## src/rtl/forward_pkg.sv

```systemverilog
// Shared types for the EX-stage forwarding / hazard controller: select codes,
// FSM states and the in-flight instruction tracking entries.
package forward_pkg;

    localparam int unsigned REG_IDX_W   = 5;
    localparam int unsigned SEL_W       = 2;
    localparam int unsigned STALL_CNT_W = 32;

    localparam logic [SEL_W-1:0] FWD_RF    = 2'b00;
    localparam logic [SEL_W-1:0] FWD_EXMEM = 2'b01;
    localparam logic [SEL_W-1:0] FWD_MEMWB = 2'b10;

    typedef enum logic [1:0] {
        RUN     = 2'd0,
        LDSTALL = 2'd1,
        HOLD    = 2'd2
    } fsm_state_t;

    typedef struct packed {
        logic                 valid;
        logic [REG_IDX_W-1:0] rd;
        logic                 reg_write;
        logic                 mem_read;
    } trk_t;

    typedef struct packed {
        trk_t                 trk;
        logic [REG_IDX_W-1:0] rs1;
        logic [REG_IDX_W-1:0] rs2;
    } ex_trk_t;

    // True when entry t will write architectural register idx (x0 never counts).
    function automatic logic writes_reg(input trk_t t, input logic [REG_IDX_W-1:0] idx);
        return t.valid && t.reg_write && (t.rd != '0) && (t.rd == idx);
    endfunction

endpackage

```

## src/rtl/forward_match.sv

```systemverilog
// Per-operand forwarding select: the youngest in-flight writer of i_src wins.
module forward_match
    import forward_pkg::*;
(
    input  logic [REG_IDX_W-1:0] i_src,
    input  trk_t                 i_mem,
    input  trk_t                 i_wb,
    output logic [SEL_W-1:0]     o_sel_c
);

    logic w_unused;
    assign w_unused = ^{i_mem.mem_read, i_wb.mem_read};

    always_comb begin
        o_sel_c = FWD_RF;
        if (writes_reg(i_mem, i_src)) begin
            o_sel_c = FWD_EXMEM;
        end else if (writes_reg(i_wb, i_src)) begin
            o_sel_c = FWD_MEMWB;
        end
    end

endmodule

```

## src/rtl/forward_ctrl.sv

```systemverilog
// Forwarding and load-use / memory-wait hazard control for a 5-stage pipeline.
// Optional FORWARD_CTRL_STALL_CNT_EN adds a saturating stall-cycle counter.
module forward_ctrl
    import forward_pkg::*;
#(
    parameter int unsigned XLEN_REGS = 32
) (
    input  logic                         clk,
    input  logic                         rst_n,
    input  logic [$clog2(XLEN_REGS)-1:0] id_rs1,
    input  logic [$clog2(XLEN_REGS)-1:0] id_rs2,
    input  logic [$clog2(XLEN_REGS)-1:0] id_rd,
    input  logic                         id_valid,
    input  logic                         id_reg_write,
    input  logic                         id_mem_read,
    input  logic                         flush,
    input  logic                         mem_wait,
    output logic [SEL_W-1:0]             fwd_a_sel,
    output logic [SEL_W-1:0]             fwd_b_sel,
    output logic                         stall,
    output logic                         ex_bubble
`ifdef FORWARD_CTRL_STALL_CNT_EN
    ,
    output logic [STALL_CNT_W-1:0]       stall_cnt
`endif
);

    fsm_state_t r_state;
    fsm_state_t w_state_nxt;
    ex_trk_t    r_ex;
    ex_trk_t    w_ex_nxt;
    ex_trk_t    w_id_entry;
    trk_t       r_mem;
    trk_t       r_wb;
    logic       w_load_use;
    logic       w_stall;
    logic       w_bubble;
    logic       w_advance;

    always_comb begin
        w_id_entry               = '0;
        w_id_entry.trk.valid     = id_valid;
        w_id_entry.trk.rd        = REG_IDX_W'(id_rd);
        w_id_entry.trk.reg_write = id_reg_write;
        w_id_entry.trk.mem_read  = id_mem_read;
        w_id_entry.rs1           = REG_IDX_W'(id_rs1);
        w_id_entry.rs2           = REG_IDX_W'(id_rs2);
    end

    assign w_load_use = r_ex.trk.valid && r_ex.trk.mem_read && (r_ex.trk.rd != '0) && id_valid
                     && ((r_ex.trk.rd == REG_IDX_W'(id_rs1)) || (r_ex.trk.rd == REG_IDX_W'(id_rs2)));

    // Next state and stall decisions; mem_wait dominates flush, flush dominates load-use.
    always_comb begin
        w_state_nxt = r_state;
        w_stall     = 1'b0;
        w_bubble    = 1'b0;
        w_advance   = 1'b1;
        w_ex_nxt    = w_id_entry;
        if (mem_wait) begin
            w_state_nxt = HOLD;
            w_stall     = 1'b1;
            w_advance   = 1'b0;
            w_ex_nxt    = r_ex;
        end else if (flush) begin
            w_state_nxt = RUN;
            w_ex_nxt    = '0;
        end else begin
            case (r_state)
                RUN, HOLD: begin
                    w_state_nxt = RUN;
                    if (w_load_use) begin
                        w_state_nxt = LDSTALL;
                        w_stall     = 1'b1;
                        w_bubble    = 1'b1;
                        w_ex_nxt    = '0;
                    end
                end
                default: w_state_nxt = RUN;
            endcase
        end
    end

    always_ff @(posedge clk or negedge rst_n) begin
        if (!rst_n) begin
            r_state <= RUN;
            r_ex    <= '0;
            r_mem   <= '0;
            r_wb    <= '0;
        end else begin
            r_state <= w_state_nxt;
            r_ex    <= w_ex_nxt;
            if (w_advance) begin
                r_mem <= r_ex.trk;
                r_wb  <= r_mem;
            end
        end
    end

    // Stall reacts to the same-cycle ID operands, so it cannot be registered.
    assign stall     = rst_n & w_stall;
    assign ex_bubble = rst_n & w_bubble;

    forward_match u_match_a (
        .i_src   (r_ex.rs1),
        .i_mem   (r_mem),
        .i_wb    (r_wb),
        .o_sel_c (fwd_a_sel)
    );

    forward_match u_match_b (
        .i_src   (r_ex.rs2),
        .i_mem   (r_mem),
        .i_wb    (r_wb),
        .o_sel_c (fwd_b_sel)
    );

`ifdef FORWARD_CTRL_STALL_CNT_EN
    logic [STALL_CNT_W-1:0] r_stall_cnt;

    always_ff @(posedge clk or negedge rst_n) begin
        if (!rst_n) begin
            r_stall_cnt <= '0;
        end else if (w_stall && (r_stall_cnt != '1)) begin
            r_stall_cnt <= r_stall_cnt + STALL_CNT_W'(1);
        end
    end

    assign stall_cnt = r_stall_cnt;
`endif

endmodule

```

## config.mk

```make
export PLATFORM = sky130hd
export DESIGN_NAME = forward_ctrl
export DESIGN_NICKNAME = d
export VERILOG_FILES = /design/src/rtl/forward_pkg.sv /design/src/rtl/forward_match.sv /design/src/rtl/forward_ctrl.sv
export SDC_FILE = /design/constraint.sdc
export NUM_CORES = 1
export LEC_CHECK = 0
export ABC_AREA = 1
export CAP_MARGIN = 0
export CORE_MARGIN = 2
export CORE_UTILIZATION = 44
export CTS_CLUSTER_DIAMETER = 30
export DETAILED_ROUTE_END_ITERATION = 16
export PLACE_DENSITY_LB_ADDON = 0.08
export SLEW_MARGIN = 5
export SYNTH_ARGS = -nofsm -noshare
export SYNTH_HDL_FRONTEND = slang
export SYNTH_HIERARCHICAL = 1
export SYNTH_SLANG_ARGS = --single-unit
```

## constraint.sdc

```tcl
create_clock -name clk -period 1.5 [get_ports clk]
set_input_delay 0.225 -clock clk [delete_from_list [all_inputs] [get_ports clk]]
set_output_delay 0.225 -clock clk [all_outputs]
set_load 0.1 [all_outputs]
```

; ---- Word-level counts from Yosys, hierarchy flattened
; Cells that the tools add are included.
[classes]
n_addsub = 0
n_mul = 0
div_mod_pow = 0
magnitude_cmp = 0
eq_ne = 7
shifts = 0
muxes = 16
bitwise_logic = 2
reduce_logical = 18
[ops]
columns = operator, n
row1 = $mux 18, 3
row2 = $eq 5x5->1, 6
row3 = $reduce_bool 5->1, 3
row4 = $mux 2, 7
row5 = $logic_and 1x1->1, 12
row6 = $mux 1, 6
row7 = $and 1x1->1, 2
row8 = $eq 2x2->1 const B, 1
row9 = $logic_not 2->1, 1
row10 = $reduce_or 2->1, 1
row11 = $logic_or 1x1->1, 1
[word_totals]
regBits = 34
latchBits = 0
ramBits = 0
romBits = 0
in_bits = 22
out_inout_bits = 6
elab_cells = 56
memories = 0

; ---- Logic depth before layout (Yosys ltp)
; Gate-level depths: netlist of run 1.
[depth]
word_depth = 9
depth_mapped = 10
mapped_depth_nobuf = 9

; ---- Hierarchy
; The synthesis of run 1 kept the hierarchy.
[by_module_without_submodules]
columns = mod, n_inst, cells_per_inst, area_each_um2, seq_area_each_um2
row1 = forward_ctrl, 1, 197, 1609.0, 875.8
row2 = forward_match, 2, 60, 237.7, 0.0

; ---- Least setup slack after synthesis of run 1
; Ideal clock, no wire load.
[synth_timing]
kind = reg-to-output
start = reg r_ex[12] (netlist bit)
end = out stall
arrival_ns = 2.307
required_ns = 1.275
path_slack_ns = -1.032
stages_incl_launch_ff = 8
path_buffers = 0
path_cell_list = dfrtp_1 nor2_1 nor2_1 nor2_1 nand3_1 nand2_2 nand3_1 a21oi_1
[synth_via]
elab_chain_len = 9
elab_cells_between_ends = 12
classes_between = eq/ne (2) / mux (4) / bitwise (1) / reduce/logical (5)
[synth_rtl]
columns = element, line
row1 = start: declaration, forward_ctrl.sv:30  ; ex_trk_t r_ex;
row2 = start signal: assignment, forward_ctrl.sv:92  ; r_ex <= w_ex_nxt;
row3 = $reduce_bool 5->1, forward_ctrl.sv:50  ; assign w_load_use = r_ex.trk.valid && r_ex.trk.mem_read && (r_ex.trk.rd != '0) && id_valid
row4 = $logic_and 1x1->1 (2 in series), forward_ctrl.sv:50
row5 = $logic_and 1x1->1 *, forward_ctrl.sv:51  ; && ((r_ex.trk.rd == REG_IDX_W'(id_rs1)) || (r_ex.trk.rd == REG_IDX_W'(id_rs2)));
row6 = $mux 1 *, forward_ctrl.sv:72  ; if (w_load_use) begin
row7 = $mux 1 *, forward_ctrl.sv:69  ; case (r_state)
row8 = $mux 1 *, forward_ctrl.sv:65  ; end else if (flush) begin
row9 = $mux 1 *, forward_ctrl.sv:60  ; if (mem_wait) begin
row10 = $and 1x1->1 *, forward_ctrl.sv:101  ; assign stall = rst_n & w_stall;
row11 = end: declaration, forward_ctrl.sv:20  ; output logic stall,
; Mark *: on every way between the ends. The rest lies on a longest branch, timed or not.

; ---- Worst setup path in the final report of run 1
[layout_timing]
start = in id_rs2[1]
end = out ex_bubble
[layout_via]
elab_chain_len = 8
[layout_rtl]
columns = element, line
row1 = start: declaration, forward_ctrl.sv:11  ; input logic [$clog2(XLEN_REGS)-1:0] id_rs2,
row2 = $eq 5x5->1, forward_ctrl.sv:51
row3 = $logic_or 1x1->1, forward_ctrl.sv:51
row4 = $logic_and 1x1->1, forward_ctrl.sv:51
row5 = $mux 1, forward_ctrl.sv:72
row6 = $mux 1, forward_ctrl.sv:69
row7 = $mux 1, forward_ctrl.sv:65
row8 = $mux 1, forward_ctrl.sv:60
row9 = $and 1x1->1, forward_ctrl.sv:102  ; assign ex_bubble = rst_n & w_bubble;
row10 = end: declaration, forward_ctrl.sv:21  ; output logic ex_bubble
; Every way passes these cells.

==> flow_summary.yaml, run 1 <==
pwr:
  p_seq_frac: 0.426
  ir_drop_v: 0.0006636
  power.share.switching: 0.2962
  p_leak_nw: 1.466
  p_comb_frac: 0.232
  internal-power_mw: 1.785
  clockPowerShare: 0.342
  power_density_mw_per_mm2: 894.5
  p_sw_uw: 751.2
worst_setup_path:
  rrSetupSlack_ns: 0.02
  cpPeakStageDelay_ns: 0.51
  path_cells: "clkdlybuf4s50_1, inv_1, nand2_1, nand2_1, nor2_1, nand3_1, nand2_2, nand2_2, nor3_4, buf_12"
  crit_cells: 10
  cp_slowest_cell: "clkdlybuf4s50_1"
  critPathMaxFanout: 3
  ff2ff_path_depth: 8
  end_kind: "output port"
  worstSetupPathType: "input pin to output port"
  crit_required_ns: 1.27
  startpoint_type: "input pin"
  worst_ep_arrival_time_ns: 1.63
  path_delay_family: "buffers and inverters"
  cp_num_buf_inv: 3
floorplan:
  die_x_um: 71.64
  dieArea_mm2: 0.005132
  core_area_mm2: 0.004384
  ios: 28
  rows: 24
  start_util: 0.4592
  die_y_um: 71.64
sta:
  min_period_ns: 1.852
  finalCritPeriodShare: 1.235
  hold_viol_final: 0
  rsz0062_at_grt: "yes"
  slew-limit-headroom: 0.7187
  tns_ns: -1.536
  skew_ns: 0.006935
  worstMarginPinSlew_ns: 0.4220
  drv_slew: 0
  max_clock_freq_ghz: 0.5399
  setup_viol: 6
  fin_ws_ns: -0.3521
clocking:
  cts_root_buf: "clkbuf_8"
  cts.htree.levels: 2
  path_clk_slew_ns: 0.07
  cts_tree: "done"
  postCtsHoldBufs: 0
  clock_sinks: 33
  cts_buffers: 5
  clkLatencyLatePin_ns: 0.28
  clockBufferDepth: 2
layout:
  final_nets: 387
  antenna_cells: 0
  area_growth_pct: 40.83
  final_util: 0.6467
  drive_above_1_share: 0.3087
routing:
  drtAntennaViolNets: 0
  drcViolationCount: 0
  vias_per_cell: 4.758
  wl_mm: 4.864
  post_drt_wl_per_cell_um: 11.64
  first_iter_violations: 143
  drtPass1Iterations: 4
  vias: 1989
synth:
  syn_nets: 332
  synth_area_mm2: 0.002013
  yosysWarningCount: 6
  netlist_instances: 310
  synth.avg_cell_area_um2: 6.494
global_routing:
  grt.busiest_layer: "met2"
  grt_pass1_vias: 1852
  grt_max_degree: 34
  grt_pass1_wl_mm: 8.424
  grtUsageMet3: 0.03797
  overflow: 0
  met1_usage: 0.2855
  use_met2: 0.3395
  grt_usage: 0.2071
  antenna_found_initial: 0
placed_design:
  dpl.hpwl_mm: 3.463
  place.port_buffers: 27
  place_congestion: 0.8418
  dp_slack_ns: -0.3628
run_status:
  violations: "negative setup slack"
  status: "finished with violations"
hold_path:
  min_path_type: "input pin to flip-flop"
  hold_depth: 4
run:
  cap_viol_max_count: 0
-- stage by stage --
step | cell area [µm²] | power, mW | cells | hold slack (ns)
5_1_grt | 2835 | 2.678 | 418 | 0.3713
4_1_cts | 2750 | 2.493 | 416 | 0.3900
3_5_place_dp | 2555 | 1.595 | 402 | 0.4705
2_1_floorplan | 2056 | 1.373 | 310 | -0.07059
6_report | 2835 | 2.536 | 418 | 0.3314
3_3_place_gp | 2555 | 1.587 | 402 | 0.4687
-- metal layers --
layer,wire (µm),up-vias
met1,2297,908
met4,52,0
li1,-,1041
met3,140,6
met2,2374,34
met5,0,-
-- flip-flops by register name, indices dropped and copies added (netlist names) --
signal,count
r_ex,18
r_mem,7
r_wb,7
r_state,1
-- placed cells by master (no fill, tap or decap) --
cell / count
clkdlybuf4s50_1: 18
clkbuf_8: 6
dlymetal6s2s_1: 3
a21oi_1: 1
nor2_4: 6
inv_1: 31
nand3_2: 9
nand3_1: 16
nand4_1: 3
clkbuf_1: 1
nor2_1: 18
nand2_2: 13
xnor2_1: 2
buf_12: 6
inv_2: 19
nor2_2: 4
bufinv_16: 1
dfrtp_2: 15
dfrtp_1: 18
nand2_1: 130
nor3_4: 1
a21oi_4: 1
o21ai_0: 11
buf_6: 1
nor3b_1: 1
buf_4: 28
a21oi_2: 3
-- worst paths after layout --
path                                      start              endpoint
min                                   id_rs1[3]   r_ex[8]$_DFFE_PN0N_
max reg2reg                r_ex[14]$_DFFE_PN0N_   r_ex[7]$_DFFE_PN0N_
max in group asynchronous                 rst_n   r_ex[2]$_DFFE_PN0N_
min in group asynchronous                 rst_n   r_ex[9]$_DFFE_PN0N_
min reg2reg                r_ex[10]$_DFFE_PN0N_  r_ex[10]$_DFFE_PN0N_
max                                   id_rs2[1]             ex_bubble
-- power by group through the flow --
stage                     registers [mW]  logic [mW]  clock network (mW)
after floorplan                     1.05       0.319                   0
after global placement              1.08       0.503                   0
after detailed placement            1.08       0.511                   0
after CTS                           1.07       0.550               0.876
after global routing                1.10       0.667               0.915
final                               1.08       0.588               0.868
-- tightest hold or removal path, stage by stage --
cell	delay, ns
dlymetal6s2s_1	0.12
buf_4	0.12
nand3_2	0.06
nand2_1	0.05
-- cell type report --
type | count | area (µm²)
Clock buffer | 7 | 86.33
Clock inverter | 1 | 30.03
Fill cell | 404 | 1549
Inverter | 50 | 187.7
Multi-Input combinational cell | 219 | 1062
Sequential cell | 33 | 844.6
Tap cell | 52 | 65.06
Timing Repair Buffer | 56 | 559.3
-- timing repair --
action,in CTS,in global routing
gates resized for setup,12,37
buffers inserted,6,2
endpoints found under the setup margin,25,25
pin swaps,13,17
Power figures use the tool's default switching activity.
==> run 2, diff against run 1 <==
--- a/config.mk
+++ b/config.mk
@@ -11,7 +11,9 @@
 export CORE_UTILIZATION = 44
 export CTS_CLUSTER_DIAMETER = 30
 export DETAILED_ROUTE_END_ITERATION = 16
+export GPL_ROUTABILITY_DRIVEN = 0
 export PLACE_DENSITY_LB_ADDON = 0.08
+export SKIP_CTS_REPAIR_TIMING = 1
 export SLEW_MARGIN = 5
 export SYNTH_ARGS = -nofsm -noshare
 export SYNTH_HDL_FRONTEND = slang
==> run 2 against run 1 <==
Compared with the run above:
- the flow still finishes with violations (negative setup slack)
- core utilization is 2.0 points lower
- critical endpoint unchanged
- global-route usage shrank 0.56 points
- worst hold slack lost 0.0024 ns
- highest routed layer unchanged
- clock-buffer cell count unchanged
- combinational power shrank 8.0%
- routed wire length decreased by 1.1%
- register-to-register slack got worse by 0.08 ns
- power down 1.8%
- fmax rose by 0.32%
- sequential power about the same
- clock power barely moved
==> flow_summary.yaml, run 2 (synthesized netlist as in run 1, its figures left out) <==
sta:
  drv_slew: 0
  slew-limit-headroom: 0.7210
  skew_ns: 0.008066
  min_period_ns: 1.846
  rsz0062_at_grt: "yes"
  hold_viol_final: 0
  max_clock_freq_ghz: 0.5417
  finalCritPeriodShare: 1.231
  worstMarginPinSlew_ns: 0.4185
  fin_ws_ns: -0.3461
  setup_viol: 21
global_routing:
  overflow: 0
  antenna_found_initial: 0
  grt_pass1_vias: 1832
  grt_usage: 0.2014
  met1_usage: 0.2791
  grtUsageMet3: 0.03797
  use_met2: 0.3272
  grt.busiest_layer: "met2"
  grt_pass1_wl_mm: 8.238
  grt_max_degree: 34
layout:
  final_nets: 379
  layout_common_cells: "nand2_1, inv_1, buf_4, nor2_1, dfrtp_1"
  reg_top3: "r_ex x18, r_mem x7, r_wb x7"
  finalNonFillerCells: 410
  final_common_cell: "nand2_1"
  fill_cells: 416
  regMostFlops: "r_ex"
  area_growth_pct: 36.42
  largest_reg_flops: 18
  antenna_cells: 0
  drive_above_1_share: 0.2626
  fin_area_mm2: 0.002746
floorplan:
  rows: 24
  die_y_um: 71.64
  start_util: 0.4592
  ios: 28
  die_x_um: 71.64
  core_area_mm2: 0.004384
  dieArea_mm2: 0.005132
routing:
  wl_mm: 4.809
  vias_per_cell: 4.746
  drcViolationCount: 0
  drtPass1Iterations: 4
  drtAntennaViolNets: 0
  first_iter_violations: 169
  post_drt_wl_per_cell_um: 11.73
  vias: 1946
placed_design:
  placed_area_mm2: 0.002555
  dp_slack_ns: -0.3628
  place.port_buffers: 27
  dp.cells: 402
  dpl.hpwl_mm: 3.463
worst_setup_path:
  r2r_end: "r_ex[7]$_DFFE_PN0N_"
  startpoint_type: "input pin"
  worst_ep_arrival_time_ns: 1.62
  crit_path_end: "ex_bubble"
  worstSetupPathType: "input pin to output port"
  critPathMaxFanout: 3
  timing.rr.start: "r_ex[14]$_DFFE_PN0N_"
  crit_required_ns: 1.27
  end_kind: "output port"
  rrSetupSlack_ns: -0.06
  ff2ff_path_depth: 8
  timing.critical_path.from: "id_rs2[1]"
clocking:
  cts_tree: "done"
  path_clk_slew_ns: 0.07
  clockBufferDepth: 2
  clock_sinks: 33
  cts_buffers: 5
  clkLatencyLatePin_ns: 0.28
  cts.htree.levels: 2
  cts_root_buf: "clkbuf_8"
run_status:
  violations: "negative setup slack"
  status: "finished with violations"
pwr:
  internal-power_mw: 1.755
  p_total_mw: 2.491
  power.share.switching: 0.2953
  p_sw_uw: 735.5
  p_leak_nw: 1.425
  p_comb_frac: 0.217
  ir_drop_v: 0.0006553
  power_density_mw_per_mm2: 907.0
  clockPowerShare: 0.348
  p_seq_frac: 0.434
run:
  cap_viol_max_count: 0
hold_path:
  min_path_type: "input pin to flip-flop"
## run 2: per-layer routing
metal,vias up,wire (µm),part of all wire
met2,35,2344,0.49
li1,1024,-,-
met1,881,2268,0.47
met3,6,145,0.030
met4,0,52,0.011
met5,-,0,0
## run 2: final cells by class
class / instances / area [µm²] / area share
clock buffer: 7 / 86.33 / 0.03144
clock inverter: 1 / 30.03 / 0.01093
inverter: 50 / 190.2 / 0.06925
multi-input combinational: 219 / 1036 / 0.3772
sequential: 33 / 843.3 / 0.3071
tap: 52 / 65.06 / 0.02369
timing repair buffer: 48 / 495.5 / 0.1804
## run 2: power by group through the flow
stage	registers (mW)	clock network [mW]	logic, mW
after global placement	1.08	0	0.503
after global routing	1.10	0.913	0.619
final	1.08	0.867	0.541
after floorplan	1.05	0	0.319
after detailed placement	1.08	0	0.511
after CTS	1.07	0.876	0.513
## run 2: how the worst min path moves through the flow
stage / start / to / slack (ns) / cells past startpoint
final: id_rs1[3] / r_ex[8]$_DFFE_PN0N_ / 0.33 / 4
after global routing: id_rs1[3] / r_ex[8]$_DFFE_PN0N_ / 0.37 / 4
after CTS: rst_n / r_mem[2]$_DFFE_PN0N_ / 0.39 / 2
after detailed placement: r_ex[10]$_DFFE_PN0N_ / r_ex[10]$_DFFE_PN0N_ / 0.47 / 2
after global placement: r_ex[10]$_DFFE_PN0N_ / r_ex[10]$_DFFE_PN0N_ / 0.47 / 2
after floorplan: rst_n / r_ex[0]$_DFFE_PN0N_ / -0.07 / 0
## run 2: metrics by stage
stage                       util  hold WS, ns  TNS (ns)
after floorplan                -     -0.07059    -1.204
after global placement    0.5828       0.4687    -4.536
after detailed placement  0.5828       0.4705    -4.723
after CTS                 0.6093       0.3899    -2.868
after global routing      0.6264       0.3713    -3.995
final                     0.6264       0.3290    -2.030
## run 2: worst max-delay path: stages
cell	delay [ns]
clkdlybuf4s50_1	0.51
inv_1	0.05
nand2_1	0.05
nand2_1	0.06
nor2_1	0.11
nand3_1	0.09
nand2_2	0.10
nand2_2	0.07
nor3_4	0.15
buf_12	0.20
